File: config.mk
export PLATFORM = sky130hd
export DESIGN_NAME = functw_arb
export DESIGN_NICKNAME = d
export VERILOG_FILES = /design/src/rtl/functw_arb.sv
export SDC_FILE = /design/constraint.sdc
export NUM_CORES = 1
export LEC_CHECK = 0
export CORE_ASPECT_RATIO = 0.75
export CORE_MARGIN = 3
export CORE_UTILIZATION = 39
export DETAILED_ROUTE_END_ITERATION = 10
export PLACE_DENSITY_LB_ADDON = 0.15
export SLEW_MARGIN = 40
export SYNTH_ARGS = -nofsm -noshare
export SYNTH_HDL_FRONTEND = slang
export SYNTH_SLANG_ARGS = --single-unit
File: constraint.sdc
create_clock -name CLK -period 2.2 [get_ports CLK]
set_input_delay 0.33 -clock CLK [delete_from_list [all_inputs] [get_ports CLK]]
set_output_delay 0.33 -clock CLK [all_outputs]
set_load 0.005 [all_outputs]
File: src/rtl/functw_arb.sv
// Round-robin arbiter sharing one combinational FUNCTW among NCH ADPCM channels.
// Optional FUNCTW_IMASK_EN masks the granted I code to the rate's code width.
module functw_arb #(
  parameter int NCH = 4,
  parameter int CHW = 2
) (
  input  logic             CLK,
  input  logic             RESET_N,
  input  logic [NCH-1:0]   REQ,
  input  logic [5*NCH-1:0] I_BUS,
  input  logic [2*NCH-1:0] RATE_BUS,
  output logic [NCH-1:0]   GNT,
  output logic [4:0]       FI,
  output logic [1:0]       FRATE,
  input  logic [11:0]      FWI,
  output logic [11:0]      WI_OUT,
  output logic [CHW-1:0]   WI_CH,
  output logic             WI_VALID,
  input  logic             WI_READY
);

  // state | meaning
  // IDLE  | no result held; arbitrate every cycle
  // LOAD  | FI/FRATE driving FUNCTW; capture FWI next edge
  // OUT   | result valid; hold until WI_READY, then re-arbitrate
  typedef enum logic [1:0] {IDLE, LOAD, OUT} state_t;

  state_t         state;
  logic [CHW-1:0] rr_ptr;
  logic           arb_en;
  logic           win_found;
  logic [CHW-1:0] win_idx;
  logic [CHW-1:0] cand;
  logic [4:0]     win_i;
  logic [1:0]     win_rate;
  logic [4:0]     fi_next;
  logic [CHW-1:0] ptr_next;

  always_comb begin
    win_found = 1'b0;
    win_idx   = '0;
    cand      = '0;
    for (int n = 0; n < NCH; n++) begin
      cand = CHW'((int'(rr_ptr) + n) % NCH);
      if (!win_found && REQ[cand]) begin
        win_found = 1'b1;
        win_idx   = cand;
      end
    end
  end

  assign win_i    = I_BUS[int'(win_idx)*5 +: 5];
  assign win_rate = RATE_BUS[int'(win_idx)*2 +: 2];
  assign arb_en   = (state == IDLE) || ((state == OUT) && WI_READY);
  assign ptr_next = (int'(win_idx) == NCH-1) ? '0 : win_idx + 1'b1;

`ifdef FUNCTW_IMASK_EN
  always_comb begin
    fi_next = win_i;
    case (win_rate)
      2'b00:   fi_next = win_i;
      2'b01:   fi_next = {1'b0, win_i[3:0]};
      2'b10:   fi_next = {2'b00, win_i[2:0]};
      default: fi_next = {3'b000, win_i[1:0]};
    endcase
  end
`else
  assign fi_next = win_i;
`endif

  always_ff @(posedge CLK or negedge RESET_N) begin
    if (!RESET_N) begin
      state    <= IDLE;
      rr_ptr   <= '0;
      GNT      <= '0;
      FI       <= '0;
      FRATE    <= '0;
      WI_OUT   <= '0;
      WI_CH    <= '0;
      WI_VALID <= 1'b0;
    end else begin
      GNT <= '0;
      case (state)
        LOAD: begin
          WI_OUT   <= FWI;
          WI_VALID <= 1'b1;
          state    <= OUT;
        end
        default: begin
          // OUT without WI_READY falls through arb_en=0 and holds everything
          if (arb_en) begin
            WI_VALID <= 1'b0;
            if (win_found) begin
              GNT    <= {{(NCH-1){1'b0}}, 1'b1} << win_idx;
              FI     <= fi_next;
              FRATE  <= win_rate;
              WI_CH  <= win_idx;
              rr_ptr <= ptr_next;
              state  <= LOAD;
            end else begin
              state  <= IDLE;
            end
          end
        end
      endcase
    end
  end

endmodule
Word-level counts from Yosys, hierarchy flattened --
Index checks and enable logic that the tools add are counted.
Cells by class: equality and inequality tests 3, reduce and logical (&&, ||, !) cells 11, shift operators 3, $mul 1, muxes and demuxes 25, $add $sub $neg 4, order comparisons 4, bitwise operators 1
Operators by type and width (number):
- 20-bit by 6-bit variable part select with 5-bit output | 1
- 2-bit 2-to-1 mux | 7
- 2-bit by 3-bit < comparator with 1-bit output (second input constant) | 4
- 4-bit 2-to-1 mux | 3
- 1-bit 2-to-1 mux | 11
- 1-bit binary-select mux with 2-bit select | 4
- 8-bit by 4-bit variable part select with 2-bit output | 1
- 2-bit by 3-bit multiplier with 5-bit output (second input constant) | 1
- 2-bit by 1-bit adder with 2-bit output (second input constant) | 2
- 2-bit adder (second input constant) | 2
- 2-bit by 1-bit == test with 1-bit output (second input constant) | 2
- 1-bit logical AND | 4
- 1-bit by 2-bit left shift with 4-bit output (first input constant) | 1
- 1-bit zero test | 3
- 3-bit AND reduction | 1
- 2-bit == test (second input constant) | 1
- 2-bit zero test | 1
- 2-bit nonzero test | 1
- 1-bit logical OR | 1
- 1-bit NOT | 1
Storage, ports and cells: logic and storage cells 60, input bits 47, output and inout port bits 26, bits in registers 30

Logic depth before layout (Yosys ltp) --
depth after elaboration 16, depth in mapped cells 8, depth with buffers taken out 7

Worst setup path after synthesis --
No wires, ideal clock.
path kind register -> register, start point register rr_ptr[0], end point register rr_ptr[1], setup time 127 ps, slack 450 ps, arrival time 1623 ps, path buffers 1, cell stages (with the launch flop) 8, path through dfrtp_1 inv_1 a22oi_4 o221ai_4 buf_6 inv_2 ha_1 mux2_1
On the way: cells in the longest elaborated chain, start to end 14, elaborated cells on any way between the ends 29, those cells by class add/sub: 4; eq/ne: 1; mux: 17; reduce/logical: 7
Ends and longest elaborated chain:
- start: declaration | RTL line 29 | logic [CHW-1:0] rr_ptr;
- start signal: assignment | RTL line 98 | rr_ptr <= ptr_next;
- parallel branches: the longest is 11 deep, another holds 2-bit by 1-bit adder with 2-bit output
- 2-bit 2-to-1 mux (*) | RTL line 45 | if (!win_found && REQ[cand]) begin
- 2-bit by 1-bit adder with 2-bit output / 2-bit by 1-bit == test with 1-bit output (equally long branches) | RTL line 55 | assign ptr_next = (int'(win_idx) == NCH-1) ? '0 : win_idx + 1'b1;
- 2-bit 2-to-1 mux (*) | RTL line 55
- named net ptr_next[1] | RTL line 37 | logic [CHW-1:0] ptr_next;
Mark *: on every way through the listed nets, which the timed path passes. The select of a mux whose other input is x is not followed. A chain may end at the register's enable or synchronous reset.

Worst setup path in the final report --
start point input REQ[0], end point register rr_ptr[1]
On the way: cells in the longest elaborated chain, start to end 14, elaborated cells on any way between the ends 26, those cells by class add/sub: 1; eq/ne: 1; mux: 17; reduce/logical: 7
Ends and longest elaborated chain:
- start: declaration | RTL line 9 | input logic [NCH-1:0] REQ,
- 1-bit binary-select mux with 2-bit select | RTL line 45
- 1-bit 2-to-1 mux (implied by the code) | RTL line 45
- 1-bit 2-to-1 mux | RTL line 45
- 1-bit zero test | RTL line 45
- 1-bit logical AND | RTL line 45
- 1-bit 2-to-1 mux | RTL line 45
- 1-bit zero test | RTL line 45
- 1-bit logical AND | RTL line 45
- 1-bit 2-to-1 mux | RTL line 45
- 1-bit zero test | RTL line 45
- 1-bit logical AND | RTL line 45
- 2-bit 2-to-1 mux (*) | RTL line 45
- 2-bit by 1-bit adder with 2-bit output / 2-bit by 1-bit == test with 1-bit output (equally long branches) | RTL line 55
- 2-bit 2-to-1 mux (*) | RTL line 55
- named net ptr_next[1] | RTL line 37
The timed path passes the listed nets; every way through them passes the cells marked *. The select of a mux whose other input is x is not followed.

==> reports/metrics.csv <==
stage;metric;value;unit
place;hpwl dp;2720;um
place;RePlAce Congestion;0.788;
worst_hold_path;Hold Path Class;in2async;
clock_tree;Hold-fix buffers, CTS;0;
detailed_routing;WL final;3450;um
floorplan;Die Width;74.9;um
yosys;Primary FF master, synth;dfrtp_1;
clock_tree;CTS H-tree depth;2;
timing;Setup TNS;0;ns
pwr;Pwr Density;1200;nW/um^2
floorplan;Core ar.;3360;um^2
clock_tree;Max clock buf depth;2;
floorplan;Initial Util;41.4;%
final_layout;Post-Layout Cell Count;236;
timing;fin crit share;85.1;%
yosys;Yosys cell types;27;
critical_path;Max FO, Critical Path;4;
timing;FMAX;534;MHz
floorplan;num ports;73;
clock_tree;clk root buf;clkbuf_8;
yosys;Mapped Area;1390;um^2
detailed_routing;via count;1178;
place;Placed Cells;228;
final_layout;final core utilization;68.3;%
yosys;Post-synth ARST share;100;%
detailed_routing;Final ANT Viol Nets;0;
floorplan;die area;4320;um^2
clock_tree;clock transition at the registers of the reported paths;0.06;ns
run;max-cap viol count;0;
timing;Final Hold Vio Count;0;
clock_tree;worst skew pair latency;0.28;ns
timing;Slew Limit Headroom;73.6;%
clock_tree;# clock sinks;29;
timing;clk_skew;0.00603;ns
global_routing;initial antenna violation count;0;
floorplan;Vert. Die Dim;57.7;um
pwr;Int Power;1.89;mW
final_layout;post-route cell area;2290;um^2
clock_tree;Post-CTS Setup Bufs;0;
final_layout;Final #Nets;243;
global_routing;number of global-route vias before repair;1204;
final_layout;commonest non-fill, non-tap cell in the layout;clkdlybuf4s50_1;
final_layout;most frequent cells in the layout;clkdlybuf4s50_1 (72), dfrtp_1 (29), mux2i_1 (14);
final_layout;fillcell total;257;
detailed_routing;Pre-antenna DRT Iters;4;
yosys;top cell type by total area after synthesis;dfrtp_1;
detailed_routing;DRT iter0 DRCs;50;
yosys;flops & latches, synth;29;
pwr;share of power burned in registers;33.8;%
pwr;VDD IR-drop max;612;uV
pwr;Net Sw Power;0.861;mW
global_routing;first-pass GRT wire length;5510;um
yosys;synthesized area per cell;12.3;um^2
timing;RSZ-0062 raised after global routing;false;
detailed_routing;DRC violations left;0;
yosys;number of flops mapped to enable cells by yosys;0;
detailed_routing;Via density;4.99;
pwr;Comb pwr share;48.8;%
timing;Max Slew Vio Count;0;
critical_path;CP endpoint kind;flip-flop;
critical_path;Worst Setup SP;REQ[0];
status;status;finished, final reports clean;
timing;Worst-Margin Slew;0.395;ns
critical_path;RR Startpoint;rr_ptr[0];
final_layout;Antenna Cells;0;
critical_path;startpoint types;primary input;
pwr;sw frac;31.3;%
place;post-place instance area;2190;um^2
place;Port Buf Inserts;72;
final_layout;Area growth syn-to-layout;64.9;%
clock_tree;CTS tree;done;
yosys;Area contributors post-synth;dfrtp_1 (52%), mux2i_1 (10%), mux2_2 (9.7%);
yosys;register area share after synthesis;52.2;%
pwr;clock power share;17.4;%
detailed_routing;wire per inst;14.6;um
global_routing;largest net degree at the start of global routing;30;
global_routing;Tot GR Track Use;16.9;%
clock_tree;number of CTS-inserted buffers;5;
critical_path;Worst EP required;2.35;ns
pwr;Lkg Pwr;1.03;nW
yosys;YS warnings;0;
yosys;Cells after Synth;113;
floorplan;FP Rows;18;
global_routing;gr ovfl total;0;
timing;final setup vio count;0;
clock_tree;PostCTS Resize Cnt;0;
critical_path;Critical Setup Path Class;in2reg;
final_layout;layout cells sized above 1;17.9;%
yosys;post-synth top area share;52.2;%
yosys;post-synth net total;161;
critical_path;WP data arrival;2.03;ns
critical_path;r2r worst-path depth;6;
timing;Final Critical Period;1.87;ns
routing by layer:
metal / up-vias / track usage (%) / part of all wire [%]
li1: 560 / - / -
met4: 0 / 5.58 / 1.2
met3: 5 / 6.07 / 6.2
met2: 39 / 25.6 / 49
met1: 574 / 22.5 / 44
met5: - / 0 / 0
cell families (layout without fill, tap and decap cells):
| group | Yosys count | count (layout) | share of synthesized area (%) |
|---|---|---|---|
| buf+inv | 13 | 96 | 4.32 |
| flops | 29 | 29 | 52.2 |
| simple gates | 24 | 24 | 7.47 |
| compound gates | 19 | 19 | 14.5 |
| mux | 27 | 27 | 20.6 |
| fa+ha+maj | 1 | 1 | 0.900 |
worst max-delay path: stages:
cell and delay [ns]:
clkdlybuf4s50_1 0.50, nor2b_1 0.23, nor2_1 0.09, o22ai_2 0.23, inv_1 0.08, ha_1 0.28, mux2_1 0.28
cells in the mapped netlist, types with 2 or more instances:
library cell and instances:
dfrtp_1 29, mux2i_1 14, mux2_2 12, nand2_1 12, o221ai_1 7, inv_1 6, nor2_1 6, buf_2 3
nor2b_1 3, a21oi_1 2, inv_2 2, o21ai_0 2
path summary, 6_finish.rpt:
| kind | end | slack [ns] |
|---|---|---|
| worst max-delay path | rr_ptr[1] | 0.33 |
| worst min-delay path | WI_OUT[11] | 0.44 |
| worst max register to register | rr_ptr[1] | 0.48 |
| worst min register to register | WI_CH[1] | 0.48 |
| max in group asynchronous | FI[1] | 1.48 |
| min in group CLK | WI_CH[1] | 0.48 |
through the flow:
step	setup WS, ns	total power, mW	hold slack, ns
final	0.327	2.75	0.437
after global routing	0.249	2.93	0.473
after CTS	0.327	2.78	0.445
after detailed placement	0.0405	2.30	0.467
after global placement	0.129	2.24	0.465
after floorplan	0.450	1.59	0.0344
final cells by class:
class                           instances  area [um^2]  area share [%]
Sequential cell                        29          726            31.7
Multi-Input combinational cell         71          604            26.4
Clock buffer                            7         96.3            4.20
Clock inverter                          1         5.00           0.218
Tap cell                               40         50.0            2.18
Inverter                                8         30.0            1.31
Timing Repair Buffer                   80          781            34.1
registers in the layout, indices dropped and copies added, names as in the netlist:
name,count
WI_OUT,12
FI,5
GNT,4
FRATE,2
WI_CH,2
rr_ptr,2
WI_VALID,1
state,1
power by group through the flow:
stage	clock network (mW)	logic, mW	registers, mW
after global routing	0.509	1.46	0.962
after floorplan	0	0.657	0.936
after CTS	0.488	1.36	0.931
after global placement	0	1.31	0.923
final	0.478	1.34	0.931
after detailed placement	0	1.36	0.938
Power figures use the tool's default switching activity.
